<file path="src/rtl/cal_addtree_acc.sv">
// ============================================================================
// Module      : cal_addtree_acc
// Description : Pipelined signed adder tree with multi-pass accumulation and
//               requantisation for conv/FC layers. Each valid beat sums N_IN
//               products (plus the bias on the first channel pass). Beats are
//               accumulated across input-channel passes. On the last pass the
//               accumulator is rounded half up, arithmetically shifted right
//               and saturated to an OUT_W activation.
//
//               Pipeline:
//                 stage 1 : sign-extend terms, register 3-term group sums
//                 stage 2 : register beat sum of all groups
//                 stage 3 : saturating accumulate, sticky overflow
//                 stage 4 : round, shift, (ReLU), saturate, register output
//
// Ports       : clk        rising-edge clock
//               rst_n      asynchronous active-low reset
//               in_valid   beat valid
//               in_first   first channel pass (adds bias, restarts acc)
//               in_last    last channel pass (produces an output)
//               din        packed signed products, element k at [k*IN_W +: IN_W]
//               bias       signed bias, used only on valid first beats
//               shift      requantisation right shift 0..15 (quasi-static)
//               out_valid  one-cycle pulse, dout/acc_ovf valid
//               dout       signed saturated activation
//               acc_ovf    accumulator saturated during this output
//
// Options     : define ADDTREE_RELU_EN to clamp negative results to 0 before
//               output saturation.
//
// Revision    : 1.0 - initial release
// ============================================================================
`default_nettype none

module cal_addtree_acc #(
  parameter int N_IN  = 8,
  parameter int IN_W  = 12,
  parameter int ACC_W = 20,
  parameter int OUT_W = 8
) (
  input  logic                   clk,
  input  logic                   rst_n,
  input  logic                   in_valid,
  input  logic                   in_first,
  input  logic                   in_last,
  input  logic [N_IN*IN_W-1:0]   din,
  input  logic [IN_W-1:0]        bias,
  input  logic [3:0]             shift,
  output logic                   out_valid,
  output logic [OUT_W-1:0]       dout,
  output logic                   acc_ovf
);

  // N_IN products plus one bias slot, padded to whole groups of three.
  localparam int c_NGRP  = (N_IN + 3) / 3;
  localparam int c_NTERM = 3 * c_NGRP;

  localparam logic [ACC_W-1:0] c_ACC_MAX = {1'b0, {(ACC_W-1){1'b1}}};
  localparam logic [ACC_W-1:0] c_ACC_MIN = {1'b1, {(ACC_W-1){1'b0}}};

  // --------------------------------------------------------------------------
  // Stage 1: term extension and 3-input group sums
  // --------------------------------------------------------------------------
  logic signed [ACC_W-1:0] w_term [c_NTERM];
  logic signed [ACC_W-1:0] w_grp  [c_NGRP];

  generate
    for (genvar k = 0; k < c_NTERM; k++) begin : g_term
      if (k < N_IN) begin : g_prod
        assign w_term[k] = {{(ACC_W-IN_W){din[k*IN_W+IN_W-1]}}, din[k*IN_W +: IN_W]};
      end else if (k == N_IN) begin : g_bias
        assign w_term[k] = in_first ? {{(ACC_W-IN_W){bias[IN_W-1]}}, bias} : '0;
      end else begin : g_pad
        assign w_term[k] = '0;
      end
    end

    for (genvar g = 0; g < c_NGRP; g++) begin : g_grp
      assign w_grp[g] = w_term[3*g] + w_term[3*g+1] + w_term[3*g+2];
    end
  endgenerate

  logic signed [ACC_W-1:0] r_s1_grp [c_NGRP];
  logic                    r_s1_valid;
  logic                    r_s1_first;
  logic                    r_s1_last;

  always_ff @(posedge clk or negedge rst_n) begin
    if (!rst_n) begin
      for (int g = 0; g < c_NGRP; g++) r_s1_grp[g] <= '0;
      r_s1_valid <= 1'b0;
      r_s1_first <= 1'b0;
      r_s1_last  <= 1'b0;
    end else begin
      for (int g = 0; g < c_NGRP; g++) r_s1_grp[g] <= w_grp[g];
      r_s1_valid <= in_valid;
      r_s1_first <= in_valid & in_first;
      r_s1_last  <= in_valid & in_last;
    end
  end

  // --------------------------------------------------------------------------
  // Stage 2: beat sum. ACC_W >= IN_W+5 covers up to 17 terms without wrap.
  // --------------------------------------------------------------------------
  logic signed [ACC_W-1:0] w_beat_sum;

  always_comb begin
    w_beat_sum = '0;
    for (int g = 0; g < c_NGRP; g++) w_beat_sum = w_beat_sum + r_s1_grp[g];
  end

  logic signed [ACC_W-1:0] r_s2_sum;
  logic                    r_s2_valid;
  logic                    r_s2_first;
  logic                    r_s2_last;

  always_ff @(posedge clk or negedge rst_n) begin
    if (!rst_n) begin
      r_s2_sum   <= '0;
      r_s2_valid <= 1'b0;
      r_s2_first <= 1'b0;
      r_s2_last  <= 1'b0;
    end else begin
      r_s2_sum   <= w_beat_sum;
      r_s2_valid <= r_s1_valid;
      r_s2_first <= r_s1_first;
      r_s2_last  <= r_s1_last;
    end
  end

  // --------------------------------------------------------------------------
  // Stage 3: saturating accumulator with sticky overflow
  // --------------------------------------------------------------------------
  logic signed [ACC_W-1:0] r_acc;
  logic                    r_ovf;
  logic                    r_s3_valid;
  logic                    r_s3_last;

  logic signed [ACC_W:0]   w_acc_sum;
  logic                    w_acc_ovf;
  logic signed [ACC_W-1:0] w_acc_sat;

  // One guard bit: overflow whenever the two top bits disagree.
  always_comb begin
    w_acc_sum = {r_acc[ACC_W-1], r_acc} + {r_s2_sum[ACC_W-1], r_s2_sum};
    w_acc_ovf = w_acc_sum[ACC_W] ^ w_acc_sum[ACC_W-1];
    if (w_acc_ovf) begin
      w_acc_sat = w_acc_sum[ACC_W] ? c_ACC_MIN : c_ACC_MAX;
    end else begin
      w_acc_sat = w_acc_sum[ACC_W-1:0];
    end
  end

  always_ff @(posedge clk or negedge rst_n) begin
    if (!rst_n) begin
      r_acc      <= '0;
      r_ovf      <= 1'b0;
      r_s3_valid <= 1'b0;
      r_s3_last  <= 1'b0;
    end else begin
      if (r_s2_valid && r_s2_first) begin
        r_acc <= r_s2_sum;
        r_ovf <= 1'b0;
      end else if (r_s2_valid) begin
        r_acc <= w_acc_sat;
        r_ovf <= r_ovf | w_acc_ovf;
      end
      r_s3_valid <= r_s2_valid;
      r_s3_last  <= r_s2_valid & r_s2_last;
    end
  end

  // --------------------------------------------------------------------------
  // Stage 4: round half up, arithmetic shift, optional ReLU, saturate
  // --------------------------------------------------------------------------
  logic signed [ACC_W:0]   w_rnd;
  logic signed [ACC_W:0]   w_rsum;
  logic signed [ACC_W:0]   w_rsh;
  logic signed [ACC_W:0]   w_act;
  logic [ACC_W:OUT_W-1]    w_hi;
  logic [OUT_W-1:0]        w_out;

  always_comb begin
    w_rnd = '0;
    if (shift != 4'd0) w_rnd = (ACC_W+1)'(1) << (shift - 4'd1);
    // Extra bit keeps acc_max + rounding constant from wrapping.
    w_rsum = {r_acc[ACC_W-1], r_acc} + w_rnd;
    w_rsh  = w_rsum >>> shift;
`ifdef ADDTREE_RELU_EN
    w_act = w_rsh[ACC_W] ? '0 : w_rsh;
`else
    w_act = w_rsh;
`endif
    // Fits in OUT_W iff every bit above the output sign bit matches it.
    w_hi = w_act[ACC_W:OUT_W-1];
    if ((&w_hi) || !(|w_hi)) begin
      w_out = w_act[OUT_W-1:0];
    end else if (w_act[ACC_W]) begin
      w_out = {1'b1, {(OUT_W-1){1'b0}}};
    end else begin
      w_out = {1'b0, {(OUT_W-1){1'b1}}};
    end
  end

  always_ff @(posedge clk or negedge rst_n) begin
    if (!rst_n) begin
      out_valid <= 1'b0;
      dout      <= '0;
      acc_ovf   <= 1'b0;
    end else begin
      out_valid <= r_s3_valid & r_s3_last;
      if (r_s3_valid && r_s3_last) begin
        dout    <= w_out;
        acc_ovf <= r_ovf;
      end
    end
  end

endmodule

`default_nettype wire

</file>
<file path="config.mk">
export PLATFORM = sky130hd
export DESIGN_NAME = cal_addtree_acc
export DESIGN_NICKNAME = d
export VERILOG_FILES = /design/src/rtl/cal_addtree_acc.sv
export SDC_FILE = /design/constraint.sdc
export NUM_CORES = 1
export LEC_CHECK = 0
export CORE_MARGIN = 4
export CORE_UTILIZATION = 52
export DETAILED_ROUTE_END_ITERATION = 7
export PLACE_DENSITY_LB_ADDON = 0.25
export SLEW_MARGIN = 10
export SYNTH_ARGS = -nofsm -noshare
export SYNTH_HDL_FRONTEND = slang
export SYNTH_SLANG_ARGS = --single-unit
</file>
<file path="constraint.sdc">
create_clock -name clk -period 3.9 [get_ports clk]
set_clock_uncertainty 0.15 [all_clocks]
set_input_delay 0.585 -clock clk [delete_from_list [all_inputs] [get_ports clk]]
set_output_delay 0.585 -clock clk [all_outputs]
set_load 0.05 [all_outputs]
</file>
==> Word-level counts from Yosys, hierarchy flattened <==
Cells that the tools add are included.
{ "word_totals": {"register_bits": 107, "out_inout_bits": 10} }
{ "op_classes": {"addsub": 11, "shifts": 2, "mux": 10, "n_bitwise": 6, "reduce_logical": 8} }
{ "op_table": {"columns": ["op", "count"], "rows": [
  ["$mux 20", 5],
  ["$add 12x12->13", 3],
  ["$add 13x12->14", 2],
  ["$add 20x20->21", 1],
  ["$add 21x21->21", 1],
  ["$mux 21", 1],
  ["$shl 1x4->21 const A", 1],
  ["$sshr 21x4->21", 1],
  ["$add 13x20->20", 1],
  ["$add 15x20->20", 1],
  ["$mux 8", 2],
  ["$add 14x14->15", 1],
  ["$reduce_and 14->1", 1],
  ["$reduce_or 14->1", 1],
  ["$and 1x1->1", 4],
  ["$reduce_bool 4->1", 1],
  ["$sub 4x1->4 const B", 1],
  ["$logic_and 1x1->1", 2],
  ["$mux 1", 2],
  ["$reduce_bool 2->1", 1],
  ["$logic_not 1->1", 1],
  ["$logic_or 1x1->1", 1],
  ["$or 1x1->1", 1],
  ["$xor 1x1->1", 1]
]} }

==> Logic depth before layout (Yosys ltp) <==
Gate-level depths: netlist (run 1).
{ "logic_depth": {"depth_word": 9, "mapped_depth": 19} }

==> Worst setup path before layout (run 1) <==
Ideal clock, no wire load.
{ "synth_timing": {"path_kind": "in2reg", "start": "input port shift[3]", "end": "register dout[0]", "setup_time_ps": 123, "arrival_time_ps": 4919, "slack_ps": -1292, "cell_stages": 18, "n_path_buf": 3, "cell_sequence": "clkbuf_1 clkbuf_1 buf_1 nor3_1 ha_1 fa_1 a211oi_1 o21a_1 o31ai_4 o21a_4 or3_1 o2111a_2 or3_1 a2111o_1 a22oi_2 and4_4 o21ai_4 o221a_1"} }
{ "synth_between": {"elab_chain_len": 9, "elab_cells_between_ends": 12, "cone_classes": "2 x add/sub; 2 x shift; 3 x mux; 5 x reduce/logical"} }
{ "synth_rtl": {"columns": ["element", "line", "text"], "rows": [
  ["start, declared", "48", "input logic [3:0] shift,"],
  ["$sub 4x1->4", "185", "if (shift != 4'd0) w_rnd = (ACC_W+1)'(1) << (shift - 4'd1);"],
  ["$shl 1x4->21", "185", null],
  ["$mux 21", "185", null],
  ["$add 21x21->21", "187", "w_rsum = {r_acc[ACC_W-1], r_acc} + w_rnd;"],
  ["$sshr 21x4->21 *", "188", "w_rsh = w_rsum >>> shift;"],
  ["$reduce_or 14->1", "196", "if ((&w_hi) || !(|w_hi)) begin"],
  ["$logic_not 1->1", "196", null],
  ["$logic_or 1x1->1", "196", null],
  ["$mux 8 *", "196", null],
  ["end signal, assigned", "213", "dout <= w_out;"],
  ["end, declared", "50", "output logic [OUT_W-1:0] dout,"]
]} }
Every way passes the cells marked *; elsewhere a longest branch is shown, timed or not.
A chain may end at the register's enable or synchronous reset.

==> Final worst setup path (run 1) <==
{ "layout_timing": {"start": "input port shift[3]", "end": "register dout[4]"} }
Same word-level chain as after synthesis.

==> summary.md, run 1 <==
| Metric | Value |
|---|---|
| WL/cell | `17.1 um` |
| Simple-Gate Fraction of Synth Area | `0.135` |
| Initial antenna violation count | `0` |
| Period utilisation layout | `1.10` |
| Post-Synth Adder-Cell Area | `0.237` |
| Max-Cap Viols | `0` |
| CTS tree | `done` |
| Endpoints failing setup | `7` |
| Setup tns final | `-2.41 ns` |
| CTS HTree Levels | `3` |
| Sequential share of the synthesized area | `0.270` |
| Final wirelength | `27000 um` |
| Cells after Synth | `1066` |
| Synth cell types | `85` |
| Design Area, Final | `0.0134 mm2` |
| First-pass GRT wire length | `44200 um` |
| Fin worst setup slack | `-0.403 ns` |
| Met2 usage | `0.471` |
| Mean number of vias per cell | `5.72` |
| Fill cell count | `1391` |
| Post-synthesis net count | `1334` |
| Critical Path Most Common Cell | `a2111oi_4` |
| Failing checks | `setup timing` |
| Gp weighted congestion | `0.919` |
| Hold buffers post-CTS | `0` |
| EDFF count, synth | `0` |
| Leak Pwr | `6.09 nW` |
| Most frequent cells in the layout | `buf_4, clkdlybuf4s50_1, dfrtp_1, ha_1, nand2_1` |
| Setup crit end kind | `flop` |
| # diodes | `0` |
| Status | `finished with violations` |
| Largest family of logic cells by synthesized area | `adder cells` |
| Met3 usage | `0.0435` |
| DRC violations left | `0` |
| Area delta synth->final | `34.9%` |
| DRT Pass-1 Iters | `7` |
| Pwr Density | `848 mW/mm2` |
| Multiplexer area fraction after synthesis | `0.0249` |
| Gr usage total | `0.251` |
| Vias | `9047` |
| XOR/XNOR Fraction of Synth Area | `0.0575` |
| Crit-path cells | `buf_8 > buf_6 > buf_4 > nor3_4 > ha_4 > o211a_4 > a211oi_4 > a2111oi_4 > o31a_2 > o31ai_1 > o22ai_2 > nor4bb_4 > a32oi_2 > a2111oi_4 > o21ai_4 > o221a_1` |
| Place WS | `-1.27 ns` |
| Yosys warning total | `0` |
| # clock sinks | `107` |
| Avg Cell Area, Syn | `9.29 um2` |
| Vias in the first global route | `9673` |
| Synth Area in Compound Gates | `0.232` |
| Cell Rows | `50` |
| RSZ-0062 raised after global routing | `yes` |
| Ratio of cells with drive above 1 in the final layout | `0.210` |
| HPWL after DPL | `21800 um` |
| Slew @ Worst Pin | `0.697 ns` |
| CTS root buffer | `clkbuf_16` |
| Most common cell after layout, fill and taps aside | `buf_4` |
| Reg clk slew, reported paths | `0.08 ns` |
| Hold Fails Final Rpt | `0` |
| First DRT Iteration DRCs | `408` |
| Worst-Skew Late Latency | `0.36 ns` |
| CP arrival | `4.41 ns` |
| WP data required | `4.01 ns` |
| Buffers on Ports | `126` |
| Prevailing post-synth register cell | `dfrtp_1` |
| Worst vdd ir | `0.000398 V` |
| Initial Util | `0.530` |
| Final ANT Viol Nets | `0` |
| Max Clk Rate | `0.232 GHz` |
| Delay of the slowest critical-path stage | `0.42 ns` |
| Gr busiest metal | `met2` |
| Hold WS | `0.0532 ns` |
| FF+latch area | `0.00268 mm2` |
| Core area | `0.0187 mm2` |
| Critical path type | `in2reg` |
| Minimum clock period | `4.30 ns` |
| Mapped Area | `0.00991 mm2` |
| Final number of max-transition violations | `0` |
| Asr flop ratio synth | `1.00` |
| Total grt overflow | `0` |
| Crit-path slowest cell | `o31a_2` |
| Post-Place Cell Area | `0.0125 mm2` |
| Synth Register Bits | `107` |
| Met1 usage | `0.285` |
| Total CTS buffers | `9` |
| I/O Pins | `127` |
| Die area | `0.0213 mm2` |
| Clock Path Buffers | `2` |
| Final net count | `1611` |
| Crit start category | `input pin` |
| Pin count of the biggest net entering global routing | `45` |
| Die Ht | `146 um` |
| Worst rel slew slack | `0.534` |
| Worst Path Max Fanout | `6` |
| Multi-input gate area | `0.00719 mm2` |
| Die width | `146 um` |
| Hold Crit Class | `in2async` |
worst max-delay path: cells and delay by family:
family | cells | cell delay, ns
AOI/OAI and AO/OA | 10 | 2.71
and+or+nand+nor | 2 | 0.51
buffers and inverters | 3 | 0.37
adders and majority gates | 1 | 0.23
layer usage:
metal | vias to the layer above | share of wire
li1 | 4387 | -
met1 | 4336 | 0.39
met2 | 264 | 0.53
met3 | 60 | 0.047
met4 | 0 | 0.026
met5 | - | 0
what timing repair did:
item,CTS,global route
gates resized for setup,49,73
setup buffers,9,5
setup endpoints to repair,36,38
endpoints found under the hold margin,0,0
pin swaps,29,35
cells in the mapped netlist, types with 6 or more instances:
cell      number  area share
o21ai_0       68       0.034
nand3_1       12      0.0061
ha_1          90        0.11
o22ai_1       21       0.013
fa_1          61        0.12
nor2_1        70       0.027
xnor2_1       44       0.039
mux2i_1       19       0.019
xor2_1        21       0.019
inv_1         75       0.028
o31ai_1        6      0.0045
o21a_1        13      0.0099
a211oi_1      17       0.013
nor3_1        20       0.010
o211ai_1      18       0.014
nand2b_1      11      0.0069
nand2_1       86       0.033
a21oi_1       84       0.042
clkbuf_1      20      0.0076
nor2b_1       11      0.0069
a31oi_1        8      0.0051
and2_1        21       0.013
a21boi_0       7      0.0053
a21o_1        29       0.022
dfrtp_1      107        0.27
or3_1         10      0.0063
state kept, by name, summed over array words and instances, names as in the netlist:
signal	flops
r_s1_valid	1
r_s1_first	1
r_s2_sum	20
r_s2_last	1
acc_ovf	1
r_s3_last	1
r_acc	20
r_s1_grp	48
r_s2_valid	1
r_ovf	1
r_s1_last	1
out_valid	1
r_s3_valid	1
dout	8
r_s2_first	1
worst paths after layout:
path	startpoint	to	cells past startpoint	slack (ns)
setup / recovery	shift[3]	dout[4]	16	-0.40
hold / removal	rst_n	r_acc[17]	1	0.05
setup reg to reg	r_acc[1]	dout[4]	13	-0.34
hold reg to reg	r_s1_last	r_s2_last	0	0.21
max in group asynchronous	rst_n	r_s1_grp[7]	2	2.67
min in group clk	r_s1_last	r_s2_last	0	0.21
where the power goes:
group / leakage (nW) / internal [mW] / switching (mW)
registers: 1.25 / 1.62 / 0.384
logic: 4.69 / 4.03 / 4.35
clock network: 0.152 / 0.513 / 0.442
area by class of cell:
class                   count  area share
repair buffers            298       0.195
multi-input cells         851       0.538
well taps                 234      0.0219
clock inverters             6     0.00590
inverters                  76      0.0219
clock buffers              10      0.0171
flip-flops and latches    107       0.200
metrics by stage:
| step | power (mW) | instances | util |
|---|---|---|---|
| 6_report | 11.3 | 1582 | 0.714 |
| 5_1_grt | 12.3 | 1582 | 0.714 |
| 4_1_cts | 10.8 | 1577 | 0.697 |
| 3_5_place_dp | 9.64 | 1552 | 0.671 |
| 3_3_place_gp | 9.34 | 1552 | 0.671 |
| 2_1_floorplan | 7.18 | 1066 | - |
cell families (layout without fill, tap and decap cells):
group	Yosys count	after routing
buffers and inverters	108	390
adder cells (fa/ha/maj)	151	151
other	1	1
XOR/XNOR	65	65
AO/OA/AOI/OAI	337	337
flip-flops	107	107
multiplexers	24	24
AND/OR/NAND/NOR	273	273
Note: power is estimated with default switching activity, not from simulation.
==> inputs of run 2 (changes only) <==
SKIP_LAST_GASP = 1   (was default)
==> summary.md, run 2 (synthesis gave the netlist of run 1 again) <==
| Metric | Value |
|---|---|
| Status | `finished with violations` |
| Failing checks | `setup timing` |
| Critical Path Most Common Cell | `a2111oi_4` |
| Gp weighted congestion | `0.919` |
| DRT Pass-1 Iters | `6` |
| Reg2reg end | `dout[4]` |
| Hold buffers post-CTS | `0` |
| HPWL after DPL | `21800 um` |
| Core area | `0.0187 mm2` |
| Initial Util | `0.530` |
| Critical path type | `in2reg` |
| Crit-path cells | `buf_8 > buf_6 > buf_4 > nor3_4 > ha_4 > o211a_1 > a211oi_4 > a2111oi_4 > o31a_2 > o31ai_1 > o22ai_2 > nor4bb_4 > a32oi_2 > a2111oi_4 > o21ai_4 > o221a_1` |
| # clock sinks | `107` |
| Leak Pwr | `6.09 nW` |
| FF+latch area | `0.00268 mm2` |
| Buffers on Ports | `126` |
| Total power | `11.3 mW` |
| Die area | `0.0213 mm2` |
| CP arrival | `4.42 ns` |
| Total grt overflow | `0` |
| Hold Fails Final Rpt | `0` |
| Minimum clock period | `4.31 ns` |
| Cell Rows | `50` |
| Seq pwr share | `0.177` |
| Pwr Density | `849 mW/mm2` |
| Wire length on met1 | `10600 um` |
| First-pass GRT wire length | `44200 um` |
| FF-to-FF setup slack | `-0.34 ns` |
| Most frequent cells in the layout | `buf_4, clkdlybuf4s50_1, dfrtp_1, ha_1, nand2_1` |
| WL/cell | `17.1 um` |
| WP data required | `4.01 ns` |
| Area delta synth->final | `34.4%` |
| Clock group share of total power | `0.085` |
| R2R cell count | `13` |
| Final wirelength | `27000 um` |
| Pin count of the biggest net entering global routing | `45` |
| Comb power frac | `0.738` |
| Setup crit end kind | `flop` |
| Clock Path Buffers | `2` |
| Mean number of vias per cell | `5.71` |
| Die Ht | `146 um` |
| Period utilisation layout | `1.11` |
| I/O Pins | `127` |
| Top sig layer | `met4` |
| Worst-Skew Late Latency | `0.37 ns` |
| Ratio of cells with drive above 1 in the final layout | `0.208` |
| Max Clk Rate | `0.232 GHz` |
| CTS HTree Levels | `3` |
| Worst Path Max Fanout | `6` |
| Slew @ Worst Pin | `0.700 ns` |
| Worst path top cell family by delay | `compound AO/OA/AOI/OAI gates` |
| # diodes | `0` |
| First DRT Iteration DRCs | `436` |
| Crit path buf inv count | `3` |
| Worst vdd ir | `0.000397 V` |
| Hold WS | `0.0560 ns` |
| Fill cell count | `1391` |
| Final number of max-transition violations | `0` |
| Met2 wire length | `14500 um` |
| Initial antenna violation count | `0` |
| Biggest register | `r_s1_grp` |
| Sw Pwr | `5.16 mW` |
| Gr usage total | `0.251` |
| Worst rel slew slack | `0.532` |
| Setup tns final | `-2.51 ns` |
| Switching Share | `0.457` |
| Largest regs | `r_s1_grp (48), r_acc (20), r_s2_sum (20)` |
| Pint | `6.15 mW` |
| R2R Path Start | `r_acc[1]` |
| CTS root buffer | `clkbuf_16` |
| Most common cell after layout, fill and taps aside | `buf_4` |
| Endpoints failing setup | `7` |
| Final ANT Viol Nets | `0` |
| Crit-path slowest cell | `o31a_2` |
| Placed Instances | `1552` |
| DRC violations left | `0` |
| Fin worst setup slack | `-0.412 ns` |
| Met3 WL | `1270 um` |
| RSZ-0062 raised after global routing | `yes` |
| Crit start category | `input pin` |
| Reg clk slew, reported paths | `0.08 ns` |
| Hold Crit Class | `in2async` |
| Max-Cap Viols | `0` |
| Multi-input gate area | `0.00716 mm2` |
| CTS tree | `done` |
| Fin cells | `1582` |
| Vias in the first global route | `9673` |
| Final net count | `1611` |
| Total CTS buffers | `9` |
| Delay of the slowest critical-path stage | `0.42 ns` |
| Vias | `9039` |
| Die width | `146 um` |
| Largest register FFs | `48` |
## run 2: cell count changes in the layout (fill, tap and decap cells not counted)
cell | before | now
buf_4 | 165 | 167
buf_12 | 2 | 1
mux2i_1 | 17 | 18
nand2_1 | 80 | 81
nand2_8 | 2 | 1
o211a_4 | 1 | 0
buf_6 | 9 | 8
o211a_1 | 1 | 2
mux2i_2 | 2 | 1
## run 2: layer usage
layer / vias up / global-route usage
met5: - / 0
met4: 0 / 0.0955
met3: 52 / 0.0435
met2: 264 / 0.471
met1: 4341 / 0.285
li1: 4382 / -
## run 2: final cells by class
| cell class | count | area share |
|---|---|---|
| tap | 234 | 0.0220 |
| clock inverter | 6 | 0.00592 |
| timing repair buffer | 298 | 0.194 |
| sequential | 107 | 0.201 |
| multi-input combinational | 851 | 0.538 |
| inverter | 76 | 0.0220 |
| clock buffer | 10 | 0.0172 |
## run 2: worst register-to-register path: stages, from the launching register on
cell	delay (ns)
dfrtp_1	0.41
buf_4	0.16
ha_1	0.29
a211o_1	0.32
a211oi_4	0.37
a2111oi_4	0.17
o31a_2	0.42
o31ai_1	0.34
o22ai_2	0.21
nor4bb_4	0.36
a32oi_2	0.17
a2111oi_4	0.40
o21ai_4	0.12
o221a_1	0.23
## run 2: stage by stage
stage          utilization  instance area, um2  setup WS, ns
2_1_floorplan            -               10100        -0.605
3_3_place_gp         0.671               12500         -1.20
3_5_place_dp         0.671               12500         -1.27
4_1_cts              0.697               13000        -0.440
5_1_grt              0.712               13300        -0.597
6_report             0.712               13300        -0.412
## run 2: how the worst max path moves through the flow
stage / cells after the start / startpoint / end / slack, ns
2_1_floorplan: 18 / shift[1] / dout[0] / -0.61
3_3_place_gp: 17 / shift[0] / dout[4] / -1.20
6_report: 16 / shift[3] / dout[4] / -0.41
4_1_cts: 16 / shift[3] / dout[0] / -0.44
5_1_grt: 17 / shift[0] / dout[4] / -0.60
3_5_place_dp: 18 / shift[0] / dout[0] / -1.27
## run 2: repair_timing
item                                    4_1_cts  5_1_grt
endpoints found under the hold margin         0        0
endpoints found under the setup margin       36       38
resized for setup                            49       64
buffers inserted                              9        5
pin swaps                                    29       34
## run 2: power by group through the flow
stage / registers, mW / logic, mW / clock network (mW)
floorplan: 2.03 / 5.15 / 0
global placement: 1.98 / 7.36 / 0
detailed placement: 2.01 / 7.62 / 0
CTS: 1.99 / 7.87 / 0.975
global route: 2.06 / 9.22 / 1.02
finish: 2.00 / 8.35 / 0.958
==> RTL change, RTL diff (settings of run 1) <==
Put one more register stage on the output `out_valid`, cleared by the reset. The value now appears one clock later. The other outputs are not delayed to match. Comments in the files are not updated.
--- a/src/rtl/cal_addtree_acc.sv
+++ b/src/rtl/cal_addtree_acc.sv
@@ -60,2 +60,4 @@
 
+  logic out_valid_s0;
+
   // --------------------------------------------------------------------------
@@ -206,3 +208,3 @@
     if (!rst_n) begin
-      out_valid <= 1'b0;
+      out_valid_s0 <= 1'b0;
       dout      <= '0;
@@ -210,3 +212,3 @@
     end else begin
-      out_valid <= r_s3_valid & r_s3_last;
+      out_valid_s0 <= r_s3_valid & r_s3_last;
       if (r_s3_valid && r_s3_last) begin
@@ -218,2 +220,10 @@
 
+  always_ff @(posedge clk or negedge rst_n) begin
+    if (!rst_n) begin
+      out_valid <= '0;
+    end else begin
+      out_valid <= out_valid_s0;
+    end
+  end
+
 endmodule
Behaviour: not the same (a bounded check fails within 10 cycles, from zero or initial values and one cycle with rst_n low).
==> RTL change against run 1 <==
  * The flow still finishes with violations (negative setup slack)
  * Register-to-register slack improved by 0.02 ns
  * Wire length decreased by 1.9%
  * Core utilization up 1.2 points
  * Sequential cell count grew 1
  * Count of clock-buffer cells in the layout unchanged
  * Design area increased by 2.0%
  * Worst setup slack worse by 0.041 ns
  * Sequential share of layout area decreased by 0.22 points
  * Synthesized area grew 0.25%
  * Total power grew 0.86%
  * Critical path type unchanged
  * Largest power group unchanged
==> RTL change: results (changes against run 1) <==
RUN_STATUS='finished, violations left'
FAILING_CHECKS='negative setup slack'
ROUTE.MET3.WL_UM=1190  # -6.4%
GLOBAL_ROUTE_USAGE_SUM=0.246  # -0.00544
FIRST_PASS_GRT_WIRE_LENGTH_UM=43800  # -0.90%
PLACEDINSTANCEAREA_UM2=12700  # +1.1%
WORST_EP_ARRIVAL_TIME_NS=4.44  # +0.03 ns
GRT.MET1_USAGE=0.292  # +0.00716
DRT-TOTAL-WL_UM=26500  # -1.9%
PLACE.GP.CONGESTION=0.940  # +2.3%
SYNTH_TOP_CELLS_BY_AREA='dfrtp_1 27%, fa_1 12%, ha_1 11%'
YS_SEQ_AREA_FRAC=0.272  # +0.00184
SYN-NUM-NETS=1335  # +0.075%
ROUTE.MET2.WL_UM=13700  # -4.8%
PRE_CTS_SETUP_SLACK_NS=-1.40  # -0.124 ns
WL_MET1_UM=10500  # -0.75%
DP.FINAL_HPWL_UM=21200  # -2.7%
ROUTED_VIAS=9199  # +1.7%
SETUP_VIOL_COUNT_FINAL=7  # unchanged
MET2_USAGE=0.446  # -0.0246
SLEW_HEADROOM=0.524  # -0.00997
WORST_IR_DROP_VDD_mV=0.476  # +20%
P_LEAK_uW=0.00624  # +2.4%
GRT_PASS1_VIAS=9485  # -1.9%
DRT_ITER0_DRC=556  # +36%
GRT_START_MAX_NET_PINS=47  # +4.4%
SETUP_WS_NS=-0.444  # -0.0407 ns
DR.PASS1.ITERS=5  # -2
YS_TOP_CELLS_BY_COUNT='108 x dfrtp_1, 90 x ha_1, 86 x nand2_1, 84 x a21oi_1, 75 x inv_1'
TIMING.CRITICAL_PATH.FROM='shift[2]'
GRTUSAGEMET3=0.0351  # -0.00838
-- RTL change: cell count changes after synthesis --
cell,before,now
dfrtp_1,107,108
-- RTL change: layout make-up --
type	instances	area [um2]
multi-input combinational	851	7200
fill	1372	5130
timing repair buffer	326	2830
sequential	108	2700
inverter	76	303
tap	234	293
clock buffer	10	239
clock inverter	6	71.3
-- RTL change: where the power goes --
part,total [uW],switching (uW),internal (uW)
clock network,942,420,522
registers,1990,362,1630
logic,8500,4340,4160
total,11400,5120,6310
-- RTL change: metrics by stage --
step / total power (uW) / hold slack [ns] / instances
5_1_grt: 12400 / 0.108 / 1611
2_1_floorplan: 7190 / 0.139 / 1067
6_report: 11400 / 0.0545 / 1611
3_3_place_gp: 9400 / 0.182 / 1567
4_1_cts: 10900 / 0.0857 / 1601
3_5_place_dp: 9670 / 0.186 / 1567
-- RTL change: cells by family after synthesis --
family,synth area share
compound gates,0.231
simple gates,0.135
fa+ha+maj,0.236
flops,0.272
buf+inv,0.0430
xor+xnor,0.0573
mux,0.0248
other cells,0.000378
-- RTL change: timing repair --
| action | in CTS | in global routing |
|---|---|---|
| setup endpoints to repair | 35 | 38 |
| pin swaps | 35 | 50 |
| gates resized for setup | 52 | 76 |
| setup buffers | 18 | 11 |
| hold buffers | 0 | 0 |
| hold endpoints to repair | 0 | 0 |
-- RTL change: path summary, 6_finish.rpt --
| path | endpoint | slack (ns) | cells after the start |
|---|---|---|---|
| setup reg to reg | dout[4] | -0.32 | 15 |
| setup / recovery | dout[4] | -0.44 | 20 |
| hold / removal | r_acc[19] | 0.05 | 1 |
| min in group clk | r_s2_valid | 0.20 | 0 |
| hold reg to reg | r_s2_valid | 0.20 | 0 |
| max in group asynchronous | r_s1_grp[29] | 2.67 | 2 |
